$ cat src/rtl/spi_pkg.sv
// -----------------------------------------------------------------------------
// spi_pkg
// Shared definitions for the SPI master/slave pair: FSM state encodings,
// bit-counter width and the default synchronizer depth.
// -----------------------------------------------------------------------------
package spi_pkg;

  typedef enum logic [1:0] {
    IDLE  = 2'd0,
    SHIFT = 2'd1,
    DONE  = 2'd2
  } spi_state_e;

  // Bit counter width; covers TRANSFER_SIZE up to 4095.
  localparam int SPI_CNT_W = 12;

  // Default number of flops in each external-input synchronizer.
  localparam int SPI_SYNC_STAGES_DEFAULT = 2;

endpackage

$ cat src/rtl/spi_sync_edge.sv
// -----------------------------------------------------------------------------
// spi_sync_edge
// Multi-flop synchronizer for one asynchronous input, followed by rise/fall
// detection of the synchronized level against a registered copy.
//
// Parameters:
//   STAGES        number of synchronizer flops (>= 2)
//   RST_VAL       reset value of the registered copy used for edge detection
//   CHAIN_RST_VAL reset value of the synchronizer flops themselves
// Ports:
//   clk_in    system clock
//   rst_in    asynchronous active-high reset
//   async_in  raw asynchronous input
//   sync_out  synchronized level (last synchronizer stage)
//   rise_out  synchronized level went 0 -> 1 this cycle
//   fall_out  synchronized level went 1 -> 0 this cycle
// -----------------------------------------------------------------------------
module spi_sync_edge #(
  parameter int   STAGES        = 2,
  parameter logic RST_VAL       = 1'b1,
  parameter logic CHAIN_RST_VAL = RST_VAL
) (
  input  logic clk_in,
  input  logic rst_in,
  input  logic async_in,
  output logic sync_out,
  output logic rise_out,
  output logic fall_out
);

  logic [STAGES-1:0] sync_q;
  logic              prev_q;

  always_ff @(posedge clk_in or posedge rst_in) begin
    if (rst_in) begin
      sync_q <= {STAGES{CHAIN_RST_VAL}};
      prev_q <= RST_VAL;
    end else begin
      sync_q <= {sync_q[STAGES-2:0], async_in};
      prev_q <= sync_q[STAGES-1];
    end
  end

  assign sync_out = sync_q[STAGES-1];
  assign rise_out =  sync_q[STAGES-1] & ~prev_q;
  assign fall_out = ~sync_q[STAGES-1] &  prev_q;

endmodule

$ cat src/rtl/spi_slave.sv
// -----------------------------------------------------------------------------
// spi_slave
// SPI responder. Oversamples SCS/SCK/SDI on clk_in, shifts in a
// TRANSFER_SIZE-bit word MSB-first while shifting out a preloaded reply word,
// presents the received word with a one-cycle valid strobe and flags aborted
// or overlong frames with a one-cycle error strobe.
//
// Parameters:
//   TRANSFER_SIZE  bits per frame (2..4095)
//   SPI_POLARITY   SCK idle level; SDI is sampled on the edge toward it
//   SYNC_STAGES    synchronizer depth for each SPI input (>= 2)
// Ports:
//   clk_in, rst_in      system clock, asynchronous active-high reset
//   tx_data_in          reply word for the next frame
//   tx_load_in          latch tx_data_in (ignored while busy_out=1)
//   rx_data_out         last complete received word
//   rx_valid_out        one-cycle pulse when rx_data_out updates
//   busy_out            frame in progress
//   error_out           one-cycle pulse on aborted or overlong frame
//   spi_scs_in          chip select, active-low
//   spi_sck_in          serial clock
//   spi_sdi_in          data from master
//   spi_sdo_out         data to master
//   spi_sdo_oe_out      SDO output enable (only with SPI_SLAVE_SDO_TRISTATE_EN)
//
// Build option: define SPI_SLAVE_SDO_TRISTATE_EN to add spi_sdo_oe_out so
// several slaves can share one MISO line; SDO then holds its last value while
// not enabled instead of idling high.
// -----------------------------------------------------------------------------
module spi_slave
  import spi_pkg::*;
#(
  parameter int   TRANSFER_SIZE = 8,
  parameter logic SPI_POLARITY  = 1'b1,
  parameter int   SYNC_STAGES   = SPI_SYNC_STAGES_DEFAULT
) (
  input  logic                     clk_in,
  input  logic                     rst_in,
  input  logic [TRANSFER_SIZE-1:0] tx_data_in,
  input  logic                     tx_load_in,
  output logic [TRANSFER_SIZE-1:0] rx_data_out,
  output logic                     rx_valid_out,
  output logic                     busy_out,
  output logic                     error_out,
  input  logic                     spi_scs_in,
  input  logic                     spi_sck_in,
  input  logic                     spi_sdi_in,
  output logic                     spi_sdo_out
`ifdef SPI_SLAVE_SDO_TRISTATE_EN
  ,
  output logic                     spi_sdo_oe_out
`endif
);

  localparam logic [SPI_CNT_W-1:0] CNT_INIT = SPI_CNT_W'(TRANSFER_SIZE);

  logic scs_sync, scs_rise, scs_fall;
  logic sck_sync, sck_rise, sck_fall;
  logic sdi_sync;
  logic unused_scs_sync_lvl, unused_sck_sync, unused_sdi_rise, unused_sdi_fall;

  // The SCS chain resets to 0 (deasserted would be 1) so that a chip select
  // held low across reset is never mistaken for a fresh falling edge: a frame
  // is only accepted after SCS has been seen high (scs_armed).
  spi_sync_edge #(
    .STAGES        (SYNC_STAGES),
    .RST_VAL       (1'b1),
    .CHAIN_RST_VAL (1'b0)
  ) u_sync_scs (
    .clk_in   (clk_in),
    .rst_in   (rst_in),
    .async_in (spi_scs_in),
    .sync_out (scs_sync),
    .rise_out (scs_rise),
    .fall_out (scs_fall)
  );

  spi_sync_edge #(
    .STAGES  (SYNC_STAGES),
    .RST_VAL (SPI_POLARITY)
  ) u_sync_sck (
    .clk_in   (clk_in),
    .rst_in   (rst_in),
    .async_in (spi_sck_in),
    .sync_out (sck_sync),
    .rise_out (sck_rise),
    .fall_out (sck_fall)
  );

  // SDI travels through the same depth as SCK so data and clock stay aligned.
  spi_sync_edge #(
    .STAGES  (SYNC_STAGES),
    .RST_VAL (1'b0)
  ) u_sync_sdi (
    .clk_in   (clk_in),
    .rst_in   (rst_in),
    .async_in (spi_sdi_in),
    .sync_out (sdi_sync),
    .rise_out (unused_sdi_rise),
    .fall_out (unused_sdi_fall)
  );

  assign unused_scs_sync_lvl = scs_sync;
  assign unused_sck_sync     = sck_sync;

  logic sample_edge;
  assign sample_edge = SPI_POLARITY ? sck_rise : sck_fall;

  spi_state_e               state;
  logic [SPI_CNT_W-1:0]     bit_cnt;
  logic [TRANSFER_SIZE-1:0] shift_reg;
  logic [TRANSFER_SIZE-1:0] tx_shadow;
  logic                     scs_armed;
  logic                     overlong_flagged;
  logic                     sdo_oe;

  logic [TRANSFER_SIZE-1:0] shift_next;
  logic [TRANSFER_SIZE-1:0] start_word;

  assign shift_next = {shift_reg[TRANSFER_SIZE-2:0], sdi_sync};
  // A load coinciding with the SCS fall is used for the frame that starts.
  assign start_word = tx_load_in ? tx_data_in : tx_shadow;

  always_ff @(posedge clk_in or posedge rst_in) begin
    if (rst_in) begin
      state            <= IDLE;
      bit_cnt          <= '0;
      shift_reg        <= '0;
      tx_shadow        <= '0;
      rx_data_out      <= '0;
      rx_valid_out     <= 1'b0;
      busy_out         <= 1'b0;
      error_out        <= 1'b0;
      spi_sdo_out      <= 1'b1;
      scs_armed        <= 1'b0;
      overlong_flagged <= 1'b0;
      sdo_oe           <= 1'b0;
    end else begin
      rx_valid_out <= 1'b0;
      error_out    <= 1'b0;
      if (scs_sync) scs_armed <= 1'b1;

      case (state)
        IDLE: begin
          if (tx_load_in) tx_shadow <= tx_data_in;
          if (scs_fall && scs_armed) begin
            state            <= SHIFT;
            bit_cnt          <= CNT_INIT;
            shift_reg        <= start_word;
            busy_out         <= 1'b1;
            spi_sdo_out      <= start_word[TRANSFER_SIZE-1];
            overlong_flagged <= 1'b0;
            sdo_oe           <= 1'b1;
          end
        end

        SHIFT: begin
          // SCS release wins over a coincident sample edge.
          if (scs_rise) begin
            error_out <= 1'b1;
            state     <= IDLE;
            busy_out  <= 1'b0;
            sdo_oe    <= 1'b0;
`ifndef SPI_SLAVE_SDO_TRISTATE_EN
            spi_sdo_out <= 1'b1;
`endif
          end else if (sample_edge) begin
            shift_reg <= shift_next;
            bit_cnt   <= bit_cnt - 1'b1;
            if (bit_cnt == SPI_CNT_W'(1)) begin
              rx_data_out  <= shift_next;
              rx_valid_out <= 1'b1;
              state        <= DONE;
              spi_sdo_out  <= 1'b1;
            end else begin
              spi_sdo_out <= shift_reg[TRANSFER_SIZE-2];
            end
          end
        end

        DONE: begin
          if (scs_rise) begin
            state    <= IDLE;
            busy_out <= 1'b0;
            sdo_oe   <= 1'b0;
          end else if (sample_edge && !overlong_flagged) begin
            error_out        <= 1'b1;
            overlong_flagged <= 1'b1;
          end
        end

        default: state <= IDLE;
      endcase
    end
  end

`ifdef SPI_SLAVE_SDO_TRISTATE_EN
  assign spi_sdo_oe_out = sdo_oe;
`else
  logic unused_sdo_oe;
  assign unused_sdo_oe = sdo_oe;
`endif

endmodule

$ cat config.mk
export PLATFORM = sky130hd
export DESIGN_NAME = spi_slave
export DESIGN_NICKNAME = d
export VERILOG_FILES = /design/src/rtl/spi_pkg.sv /design/src/rtl/spi_sync_edge.sv /design/src/rtl/spi_slave.sv
export SDC_FILE = /design/constraint.sdc
export NUM_CORES = 1
export LEC_CHECK = 0
export BUFFER_PORTS_ARGS = -buffer_cell sky130_fd_sc_hd__buf_2
export CAP_MARGIN = 20
export CORE_ASPECT_RATIO = 0.6
export CORE_UTILIZATION = 40
export CTS_CLUSTER_SIZE = 8
export DETAILED_ROUTE_END_ITERATION = 8
export HOLD_SLACK_MARGIN = 0.08
export PLACE_DENSITY = 0.68
export SLEW_MARGIN = 20
export SYNTH_ARGS = -nofsm -noshare
export SYNTH_HDL_FRONTEND = slang
export SYNTH_HIERARCHICAL = 1
export SYNTH_SLANG_ARGS = --single-unit
export TNS_END_PERCENT = 100
$ cat constraint.sdc
create_clock -name clk_in -period 2 [get_ports clk_in]
set_clock_uncertainty 0.05 [all_clocks]
set_input_delay 0.1 -clock clk_in [delete_from_list [all_inputs] [get_ports clk_in]]
set_output_delay 0.1 -clock clk_in [all_outputs]
set_load 0.05 [all_outputs]
# ---- Yosys cells after proc, flatten, opt, wreduce, memory -nomap -nowiden
# Cells that the tools add are included.
dict set report classes {
  reduce_logical 14
  eq_ne 12
  n_mul 0
  n_shift 0
  mux 35
  n_bitwise 7
  addsub 1
  magnitude_cmp 0
  div_mod_pow 0
}
# op count
set ops {}
lappend ops {{two-way mux 12 bit} 3}
lappend ops {{case mux 12 bit (2 select lines)} 1}
lappend ops {{two-way mux 7 bit} 3}
lappend ops {{two-way mux 1 bit} 16}
lappend ops {{AND reduction 4 bit} 4}
lappend ops {{case mux 7 bit (2 select lines)} 1}
lappend ops {{== test 12 x 1 -> 1 bit (second input constant)} 1}
lappend ops {{!= test 2 bit (second input constant)} 6}
lappend ops {{subtractor 12 x 1 -> 12 bit (second input constant)} 1}
lappend ops {{two-way mux 2 bit} 5}
lappend ops {{two-way mux 8 bit} 1}
lappend ops {{case mux 1 bit (2 select lines)} 4}
lappend ops {{!= test 3 bit (second input constant)} 2}
lappend ops {{case mux 2 bit (3 select lines)} 1}
lappend ops {{AND reduction 3 bit} 2}
lappend ops {{nonzero test 2 bit} 3}
lappend ops {{NOT 1 bit} 4}
lappend ops {{bitwise AND 1 bit} 3}
lappend ops {{== test 2 x 1 -> 1 bit (second input constant)} 1}
lappend ops {{== test 2 bit (second input constant)} 1}
lappend ops {{logical AND 1 bit} 2}
lappend ops {{logical NOT 2 bit} 1}
lappend ops {{!= test 2 x 1 -> 1 bit (second input constant)} 1}
lappend ops {{OR reduction 2 bit} 1}
lappend ops {{logical NOT 1 bit} 1}
dict set report totals {
  mem_bits_rw 0
  out_inout_bits 12
  mem_count 0
  latch_bits 0
  mem_bits_ro 0
  reg_bits 51
}

# ---- Depth between registers and ports, before layout
# Gate-level depths: netlist of run 1.
dict set report logic_depth {
  word_depth 6
  mapped_depth 8
}

# ---- By module
# Netlist of run 1, hierarchy kept.
# module n_inst cells_each area_per_inst_um2
set by_module_without_submodules {}
lappend by_module_without_submodules {spi_slave 1 202 2070.7}
lappend by_module_without_submodules {{spi_sync_edge (u_sync_sck)} 1 6 97.6}
lappend by_module_without_submodules {{spi_sync_edge (u_sync_scs)} 1 6 95.1}
lappend by_module_without_submodules {{spi_sync_edge (u_sync_sdi)} 1 6 93.8}

# ---- Worst setup path after synthesis of run 1
# OpenSTA, ideal clock, no wires.
dict set report synth_path {
  kind {flip-flop to flip-flop}
  from {register u_sync_sck.sync_q[1]}
  to {register bit_cnt[3]}
  arrival_ps 1931
  stages_incl_launch_ff 7
  setup_time_ps 136
  required_time_ps 1814
  synth_period_minus_slack_ps 2117
  n_path_buf 1
  slack_ps -117
  path_cell_list {dfstp_2 -> nor2b_1 -> and3b_1 -> clkbuf_1 -> o211ai_1 -> o21ai_0 -> or3b_2}
}
dict set report synth_via {
  elab_chain_len 3
}
# element line
set synth_lines {}
lappend synth_lines {{start, declared} spi_sync_edge.sv:31} ;# logic [STAGES-1:0] sync_q;
lappend synth_lines {{start signal, assigned} spi_sync_edge.sv:36} ;# sync_q <= {STAGES{CHAIN_RST_VAL}};
lappend synth_lines {{start signal, assigned} spi_sync_edge.sv:39} ;# sync_q <= {sync_q[STAGES-2:0], async_in};
lappend synth_lines {{bitwise AND 1 bit} spi_sync_edge.sv:45} ;# assign rise_out = sync_q[STAGES-1] & ~prev_q;
lappend synth_lines {{named net sample_edge} spi_slave.sv:106} ;# logic sample_edge;
lappend synth_lines {{!= test 2 bit (no line)} n/a}
lappend synth_lines {{AND reduction 4 bit (no line)} n/a}
lappend synth_lines {{end signal, assigned} spi_slave.sv:169} ;# bit_cnt <= bit_cnt - 1'b1;
lappend synth_lines {{end, declared} spi_slave.sv:110} ;# logic [SPI_CNT_W-1:0] bit_cnt;
# The timed path passes the listed nets, and every way through them passes these cells.
# A chain may end at the register's enable or synchronous reset.

# ---- Worst setup path after layout of run 1
dict set report layout_path {
  from {register bit_cnt[2]}
  to {register bit_cnt[10]}
}
dict set report layout_via {
  elab_chain_len 4
}
# element line
set layout_lines {}
lappend layout_lines {{subtractor 12 x 1 -> 12 bit} spi_slave.sv:169}
lappend layout_lines {{two-way mux 12 bit} spi_slave.sv:167} ;# end else if (sample_edge) begin
lappend layout_lines {{two-way mux 12 bit} spi_slave.sv:159} ;# if (scs_rise) begin
lappend layout_lines {{case mux 12 bit (2 select lines)} spi_slave.sv:143} ;# case (state)
# Every way passes these cells. The select of a mux whose other input is x is not followed.

==> summary.md, run 1 <==
| Metric | Value |
|---|---|
| M1 WL | `2.81 mm` |
| Failing checks | `setup timing` |
| Cts bufs inserted | `5` |
| CP peak stage delay | `590 ps` |
| Initial core utilization | `41.4%` |
| Fin Setup TNS | `-34.0 ps` |
| Clock Path Buffers | `2` |
| Nets | `308` |
| WL met2 | `1.92 mm` |
| Setup CP Type | `flip-flop to flip-flop` |
| Final worst path period share | `102%` |
| DRC | `0` |
| Critical Path Source Type | `flip-flop` |
| Most frequent cells in the layout | `dfrtp_1, buf_4, buf_2, a21oi_1, nor2_1` |
| Drt via density | `4.85` |
| Clk Tree Root Cell | `clkbuf_8` |
| Final hold slack | `91.0 ps` |
| Initial drt markers | `93` |
| Fillers | `497` |
| Max cap viols | `0` |
| H-tree levels | `2` |
| Largest registers | `bit_cnt (12), rx_data_out (8), tx_shadow (8)` |
| Final Slew Violations | `0` |
| Crit path cell chain | `or4_4 -> or2_4 -> or4_1 -> a21oi_2` |
| Syn Area/Cell | `10.7 sq um` |
| Multi-input logic area | `1050 sq um` |
| ANT cells | `0` |
| Relative slew margins | `62.6%` |
| Top routing layer used | `met4` |
| CTS tree | `yes` |
| Unrepaired setup endpoints after global routing | `yes` |
| Worst setup margin | `-33.3 ps` |
| Vias in the first global route | `1,575` |
| Num ports | `26` |
| Placed cell area | `2730 sq um` |
| Fmax | `0.492 GHz` |
| Core Area | `5570 sq um` |
| Syn_nets | `237` |
| Most common cell after layout, fill and taps aside | `dfrtp_1` |
| Max rail drop VDD | `0.546 mV` |
| Clk sinks | `51` |
| # setup viols final | `2` |
| Die W | `100 um` |
| Initial antenna violation count | `0` |
| Register area | `1280 sq um` |
| Total Routing Usage GR | `17.0%` |
| Reg clk slew, reported paths | `100 ps` |
| Flop2flop setup slack | `-30 ps` |
| Clock latency on the worst-skew pair | `310 ps` |
| Post-route ant nets | `0` |
| Leakage | `1.44 nW` |
| Most flop-heavy register | `bit_cnt` |
| P&R area growth vs syn | `32.5%` |
| Largest net degree at the start of global routing | `44` |
| Max reg flops | `12` |
| Worst-margin pin slew | `558 ps` |
| P per Cell Area | `1390 nW/um^2` |
| IO buf count | `25` |
| CP max-delay cell | `or4_4` |
| Met3 wire len | `186 um` |
| Vias | `1,785` |
| Critical Path RT | `2200 ps` |
| Post-DP HPWL | `3.37 mm` |
| Die Ht | `60.8 um` |
| Total Routed Length | `4.96 mm` |
| Worst hold path class | `input pin to flip-flop` |
| Pre-antenna DRT Iters | `4` |
| Die Footprint | `6090 sq um` |
| Syn. warnings | `6` |
| Final Critical Period | `2030 ps` |
| Synthesized area | `2310 sq um` |
| Post-Syn Instances | `216` |
| Final hold vios | `0` |
| Run status | `finished with violations` |
| WP data arrival | `2240 ps` |
| Critical Path End Type | `flip-flop` |
| GPL Wtd Cong | `0.768` |
| Fraction of layout cells with a size suffix above 1 | `40.3%` |
| Gr ovfl total | `0` |
| First-pass GRT wire length | `7.67 mm` |
| Design area | `3060 sq um` |
| Crit-path max FO | `7` |
| Row cnt | `21` |
| Post-DR wirelength/cell | `13.5 um` |
==> routing by layer <==
metal  GRT usage (%)  up-vias
met5               0        -
met4            5.59        0
met3            4.26        8
met2            21.3       36
met1            27.6      838
li1                -      903
==> final cells by class <==
type,count,area share [%]
Timing Repair Buffer,72,16.4
Inverter,10,1.23
Clock buffer,5,2.25
Tap cell,80,3.27
Multi-Input combinational cell,147,34.3
Clock inverter,3,0.613
Sequential cell,51,42.0
==> metrics by stage <==
step	total power, mW	utilization, %	setup slack [ps]	cells
floorplan	2.71	-	-41.6	216
global placement	3.29	49.0	-98.3	340
detailed placement	3.33	49.0	-151	340
CTS	4.06	53.1	-40.7	360
global route	4.54	54.9	-69.8	368
finish	4.24	54.9	-33.3	368
==> report_power, final <==
group,switching [mW],leakage (nW),internal (mW)
Sequential,0.218,0.628,1.36
Combinational,1.09,0.761,0.974
Clock,0.355,0.0483,0.247
Total,1.67,1.44,2.58
==> final timing paths <==
path / from / to / cells after the start
max: bit_cnt[2]$_DFFE_PP0P_ / bit_cnt[10]$_DFFE_PP0P_ / 4
min: tx_data_in[2] / tx_shadow[2]$_DFFE_PP0N_ / 3
max reg2reg: bit_cnt[2]$_DFFE_PP0P_ / bit_cnt[10]$_DFFE_PP0P_ / 4
min reg2reg: u_sync_sdi/sync_q[0]$_DFF_PP0_ / u_sync_sdi/sync_q[1]$_DFF_PP0_ / 0
max in group asynchronous: rst_in / state[0]$_DFFE_PP0P_ / 4
min in group asynchronous: rst_in / u_sync_sdi/sync_q[1]$_DFF_PP0_ / 3
==> repair_timing <==
item,4_1_cts,5_1_grt
setup buffers,3,8
resized for setup,10,13
setup endpoints to repair,17,17
endpoints found under the hold margin,57,0
pin swaps,9,12
cloned,1,0
hold buffers,8,0
==> critical path: cells and delay by family (launching register included) <==
family	cells	cell delay, ps
simple gates	3	1400
flops	1	400
compound gates	1	120
No activity file was read; power rests on OpenSTA's default activity.
==> inputs of run 2 (changes only) <==
Settings changed: CORE_UTILIZATION 40 to 52, PLACE_DENSITY 0.68 to 0.83, SETUP_SLACK_MARGIN from default to 0.1.
==> run 2 against run 1 <==
Against the previous run:
- the run still ends with setup timing left
- cell count down 7.3%
- register-to-register slack about the same
- critical path depth stayed put
- total power up 1.4%
- global-route usage up 8.5 points
- sequential share of layout area shrank 0.33 points
==> summary.md, run 2 (synthesis gave the netlist of run 1 again) <==
| Metric | Value |
|---|---|
| Run status | `finished with violations` |
| Failing checks | `setup timing` |
| Post-route ant nets | `0 (unchanged)` |
| Crit-path max FO | `8 (+1)` |
| Unrepaired setup endpoints after global routing | `yes` |
| Worst-case reg-to-reg path depth | `4 (unchanged)` |
| Critical Path End Type | `flip-flop` |
| Worst-margin pin slew | `555 ps (-3.05 ps)` |
| Placed Cells incl. Taps | `314 (-7.6%)` |
| Num ports | `26 (unchanged)` |
| Pre-antenna DRT Iters | `4 (unchanged)` |
| Cts bufs inserted | `5 (unchanged)` |
| Terminus of the critical flop-to-flop path | `bit_cnt[8]$_DFFE_PP0P_` |
| Row cnt | `18 (-14%)` |
| Most common cell after layout, fill and taps aside | `dfrtp_1` |
| Reg clk slew, reported paths | `90 ps (about the same)` |
| Largest registers | `bit_cnt (12), rx_data_out (8), tx_shadow (8)` |
| Core Area | `4190 sq um (-25%)` |
| DRC | `0 (unchanged)` |
| First-pass GRT wire length | `8.75 mm (+14%)` |
| P per Cell Area | `1400 nW/um^2 (+0.67%)` |
| Worst setup margin | `-23.2 ps (+10.1 ps)` |
| Worst setup path endpoint | `bit_cnt[8]$_DFFE_PP0P_` |
| Clk Tree Root Cell | `clkbuf_8` |
| Drt via density | `5.46 (+13%)` |
| Final hold slack | `109 ps (+17.7 ps)` |
| Vias in the first global route | `1,869 (+19%)` |
| # setup viols final | `7 (+5)` |
| ANT cells | `0 (unchanged)` |
| GPL Wtd Cong | `0.809 (+5.3%)` |
| Initial core utilization | `55.1% (+14 points)` |
| Reg-to-Reg Start | `bit_cnt[2]$_DFFE_PP0P_` |
| Gr ovfl total | `0 (unchanged)` |
| WP data arrival | `2210 ps (-30 ps)` |
| Max cap viols | `0 (unchanged)` |
| Clk sinks | `51 (unchanged)` |
| Nets | `301 (-2.3%)` |
| Non-Filler Instances | `341 (-7.3%)` |
| Vias | `1,862 (+4.3%)` |
| Crit. Startpoint | `bit_cnt[2]$_DFFE_PP0P_` |
| Critical Path RT | `2180 ps (-20 ps)` |
| Max rail drop VDD | `0.787 mV (+44%)` |
| Total Routing Usage GR | `25.6% (+8.5 points)` |
| Flop2flop setup slack | `-20 ps (about the same)` |
| Largest net degree at the start of global routing | `44 (unchanged)` |
| Fillers | `281 (-43%)` |
| Final worst path period share | `101% (-0.50 points)` |
| Post-DP HPWL | `3.35 mm (-0.38%)` |
| Fmax | `0.494 GHz (+0.50%)` |
| Clock Path Buffers | `2 (unchanged)` |
| Most frequent cells in the layout | `dfrtp_1, buf_4, buf_2, a21oi_1, nor2_1` |
| Leakage | `1.46 nW (+1.3%)` |
| Initial drt markers | `88 (-5.4%)` |
| Worst hold path class | `input pin to flip-flop` |
| Max reg flops | `12 (unchanged)` |
| Final Slew Violations | `0 (unchanged)` |
| Relative slew margins | `63.0% (+0.37 points)` |
| Final hold vios | `0 (unchanged)` |
| Total Routed Length | `5.36 mm (+8.0%)` |
| Die W | `88.0 um (-12%)` |
| Place WS | `-151 ps (-0.0470 ps)` |
| Most flop-heavy register | `bit_cnt` |
| CTS tree | `yes` |
| Die Footprint | `4720 sq um (-23%)` |
| IO buf count | `25 (unchanged)` |
| Die Ht | `53.6 um (-12%)` |
| Initial antenna violation count | `0 (unchanged)` |
| Final Critical Period | `2020 ps (-10.1 ps)` |
| Post-DR wirelength/cell | `15.7 um (+17%)` |
| Clock latency on the worst-skew pair | `300 ps (about the same)` |
| H-tree levels | `2 (unchanged)` |
| Fraction of layout cells with a size suffix above 1 | `40.9% (+0.65 points)` |
| Setup CP Type | `flip-flop to flip-flop` |
| P&R area growth vs syn | `33.4%` |
| Min-delay src | `tx_data_in[0]` |
| Critical Path Source Type | `flip-flop` |
run 2: timing repair:
item / in CTS / in global routing
endpoints found under the setup margin: 18 / 19
endpoints found under the hold margin: 55 / 0
hold buffers: 6 / 0
setup buffers: 10 / 3
gates cloned: 1 / 0
resized for setup: 18 / 14
pin swaps: 20 / 7
run 2: how the worst min path moves through the flow:
stage                                     endpoint  slack (ps)  depth (start not counted)
finish                    tx_shadow[0]$_DFFE_PP0N_         110                          3
global route              tx_shadow[0]$_DFFE_PP0N_         120                          3
CTS                       tx_shadow[0]$_DFFE_PP0N_         100                          3
detailed placement  u_sync_sdi/sync_q[0]$_DFF_PP0_         -60                          2
global placement    u_sync_sdi/sync_q[0]$_DFF_PP0_         -70                          2
floorplan           u_sync_sdi/sync_q[0]$_DFF_PP0_        -210                          1
run 2: power breakdown:
part / switching, mW / internal [mW] / leakage (nW)
clock: 0.339 / 0.283 / 0.0474
sequential: 0.216 / 1.35 / 0.629
combinational: 1.16 / 0.949 / 0.779
total: 1.72 / 2.58 / 1.46
run 2: per-stage QoR:
step | cell area, sq um | util (%) | power (mW) | TNS [ps]
2_1_floorplan | 2350 | - | 2.74 | -119
3_3_place_gp | 2670 | 63.7 | 3.20 | -374
3_5_place_dp | 2670 | 63.7 | 3.28 | -1720
4_1_cts | 3000 | 71.5 | 4.12 | -41.0
5_1_grt | 3080 | 73.5 | 4.61 | -569
6_report | 3080 | 73.5 | 4.30 | -100
run 2: worst max-delay path: stages (launching register included):
cell and delay [ps]:
dfrtp_1 390, or4_4 580, or2_4 290, or4_4 500, a21oi_2 140
run 2: metal layers:
| layer | part of all wire (%) | track usage, % | routed length [um] |
|---|---|---|---|
| met4 | 1.2 | 11.0 | 66 |
| met1 | 47 | 35.1 | 2540 |
| met2 | 47 | 39.4 | 2510 |
| met5 | 0 | 0 | 0 |
| met3 | 4.6 | 5.98 | 245 |
run 2: final cells by class:
| class | count | area, sq um | area share, % |
|---|---|---|---|
| Timing Repair Buffer | 65 | 444 | 14.4 |
| Tap cell | 60 | 75.1 | 2.44 |
| Inverter | 10 | 37.5 | 1.22 |
| Multi-Input combinational cell | 147 | 1140 | 37.1 |
| Clock buffer | 6 | 82.6 | 2.68 |
| Clock inverter | 2 | 16.3 | 0.528 |
| Sequential cell | 51 | 1280 | 41.6 |
==> inputs of run 3 (changes only) <==
Settings changed: SKIP_CTS_REPAIR_TIMING from default to 1.
==> run 3 against run 2 <==
Against the previous run:
- the run still ends with setup timing left
- first-iteration DRC count decreased by 2.3%
- cell count decreased by 1.2%
- total power decreased by 1.5%
- critical path type unchanged
- combinational power decreased by 4%
==> summary.md, run 3 (synthesis gave the netlist of run 1 again) <==
| Metric | Value |
|---|---|
| Run status | `finished with violations` |
| Failing checks | `setup timing` |
| Fraction of layout cells with a size suffix above 1 | `40.8% (-0.13 points)` |
| Final Slew Violations | `0 (unchanged)` |
| Max rail drop VDD | `0.733 mV (-6.9%)` |
| Critical Path Source Type | `flip-flop` |
| Largest net degree at the start of global routing | `44 (unchanged)` |
| Crit-path max FO | `5 (-3)` |
| Relative slew margins | `62.4% (-0.56 points)` |
| Unrepaired setup endpoints after global routing | `yes` |
| Nets | `297 (-1.3%)` |
| Die Ht | `53.6 um (unchanged)` |
| Clk Tree Root Cell | `clkbuf_8` |
| Worst hold path class | `input pin to flip-flop` |
| Clock latency on the worst-skew pair | `310 ps (about the same)` |
| Vias in the first global route | `1,678 (-10%)` |
| CTS tree | `yes` |
| P per Cell Area | `1410 nW/um^2 (+1.0%)` |
| Clk sinks | `51 (unchanged)` |
| Final Critical Period | `2040 ps (+17.6 ps)` |
| Post-route total power | `4.24 mW (-1.5%)` |
| P&R area growth vs syn | `30.1%` |
| Vias | `1,846 (-0.86%)` |
| Final worst path period share | `102% (+0.88 points)` |
| Most common cell after layout, fill and taps aside | `dfrtp_1` |
| GPL Wtd Cong | `0.809 (unchanged)` |
| Initial core utilization | `55.1% (unchanged)` |
| Initial drt markers | `86 (-2.3%)` |
| Fin Setup TNS | `-75.2 ps (+25.3 ps)` |
| Pre-antenna DRT Iters | `4 (unchanged)` |
| Die W | `88.0 um (unchanged)` |
| Worst setup margin | `-40.9 ps (-17.6 ps)` |
| Most flop-heavy register | `bit_cnt` |
| Core Area | `4190 sq um (unchanged)` |
| Num ports | `26 (unchanged)` |
| Fmax | `0.490 GHz (-0.86%)` |
| Reg clk slew, reported paths | `100 ps (about the same)` |
| Cts bufs inserted | `5 (unchanged)` |
| # setup viols final | `2 (-5)` |
| Most frequent cells in the layout | `dfrtp_1, buf_4, buf_2, a21oi_1, nor2_1` |
| Leakage | `1.43 nW (-1.8%)` |
| H-tree levels | `2 (unchanged)` |
| Drt via density | `5.48 (+0.32%)` |
| Row cnt | `18 (unchanged)` |
| DRC | `0 (unchanged)` |
| WP data arrival | `2190 ps (-20 ps)` |
| Total Routed Length | `5.26 mm (-1.9%)` |
| Max cap viols | `0 (unchanged)` |
| Largest registers | `bit_cnt (12), rx_data_out (8), tx_shadow (8)` |
| Setup CP Type | `flip-flop to flip-flop` |
| Total Routing Usage GR | `22.3% (-3.2 points)` |
| Post-DR wirelength/cell | `15.6 um (-0.74%)` |
| Gr ovfl total | `0 (unchanged)` |
| Clock Path Buffers | `2 (unchanged)` |
| Fin util | `71.7% (-1.9 points)` |
| Die Footprint | `4720 sq um (unchanged)` |
| IO buf count | `25 (unchanged)` |
| Worst-margin pin slew | `563 ps (+8.40 ps)` |
| First-pass GRT wire length | `7.71 mm (-12%)` |
| Critical Path RT | `2150 ps (-30 ps)` |
| ANT cells | `0 (unchanged)` |
| Post-route ant nets | `0 (unchanged)` |
| Final hold vios | `0 (unchanged)` |
| Post-DP HPWL | `3.35 mm (unchanged)` |
| Critical Path End Type | `flip-flop` |
| Initial antenna violation count | `0 (unchanged)` |
| Fillers | `302 (+7.5%)` |
| Max reg flops | `12 (unchanged)` |
[run 3: cell types whose count changed in the layout (fill, tap and decap cells not counted), sizes merged]
cell and change:
buf -4, dlygate4sd3 -1, or2 +1
[run 3: layer usage]
layer / wire length, um / vias to the layer above / GRT usage (%) / part of all wire [%]
li1: - / 883 / - / -
met1: 2590 / 899 / 32.3 / 49
met2: 2290 / 53 / 32.9 / 44
met3: 294 / 11 / 5.06 / 5.6
met4: 84 / 0 / 8.60 / 1.6
met5: 0 / - / 0 / 0
[run 3: layout make-up]
| class | instances | area (sq um) | share of cell area (%) |
|---|---|---|---|
| Timing Repair Buffer | 60 | 408 | 13.6 |
| Clock buffer | 6 | 82.6 | 2.75 |
| Tap cell | 60 | 75.1 | 2.50 |
| Inverter | 10 | 37.5 | 1.25 |
| Multi-Input combinational cell | 148 | 1100 | 36.6 |
| Clock inverter | 2 | 16.3 | 0.542 |
| Sequential cell | 51 | 1280 | 42.7 |
[run 3: path summary, 6_finish.rpt]
check                                          startpoint                              to  slack [ps]  cells after the start
setup / recovery           u_sync_sck/sync_q[1]$_DFF_PP1_          bit_cnt[8]$_DFFE_PP0P_         -40                      8
hold / removal                              tx_data_in[4]        tx_shadow[4]$_DFFE_PP0N_          80                      3
setup reg to reg           u_sync_sck/sync_q[1]$_DFF_PP1_          bit_cnt[8]$_DFFE_PP0P_         -40                      8
hold reg to reg            u_sync_sck/sync_q[0]$_DFF_PP1_  u_sync_sck/sync_q[1]$_DFF_PP1_         310                      0
max in group asynchronous                          rst_in            state[0]$_DFFE_PP0P_        1010                      4
min in group asynchronous                          rst_in  u_sync_sdi/sync_q[0]$_DFF_PP0_         170                      3
[run 3: critical path, stage by stage (launching register included)]
cell      delay [ps]
dfstp_2          560
nor2b_4          150
and3b_2          220
o211ai_1         140
buf_4            180
buf_4            140
buf_4            120
o31ai_1          260
a21oi_2          100
[run 3: stage by stage]
stage | std cells | instance area (sq um) | setup WS (ps) | hold slack (ps)
after floorplan | 216 | 2350 | -38.1 | -209
after global placement | 314 | 2670 | -63.7 | -69.5
after detailed placement | 314 | 2670 | -151 | -64.7
after CTS | 322 | 2770 | -170 | -400
after global routing | 337 | 3000 | -88.6 | 114
final | 337 | 3000 | -40.9 | 81.2
[run 3: where the power goes]
part / internal [mW] / leakage, nW / switching, mW
clock network: 0.283 / 0.0474 / 0.348
logic: 0.905 / 0.754 / 1.12
registers: 1.36 / 0.628 / 0.224
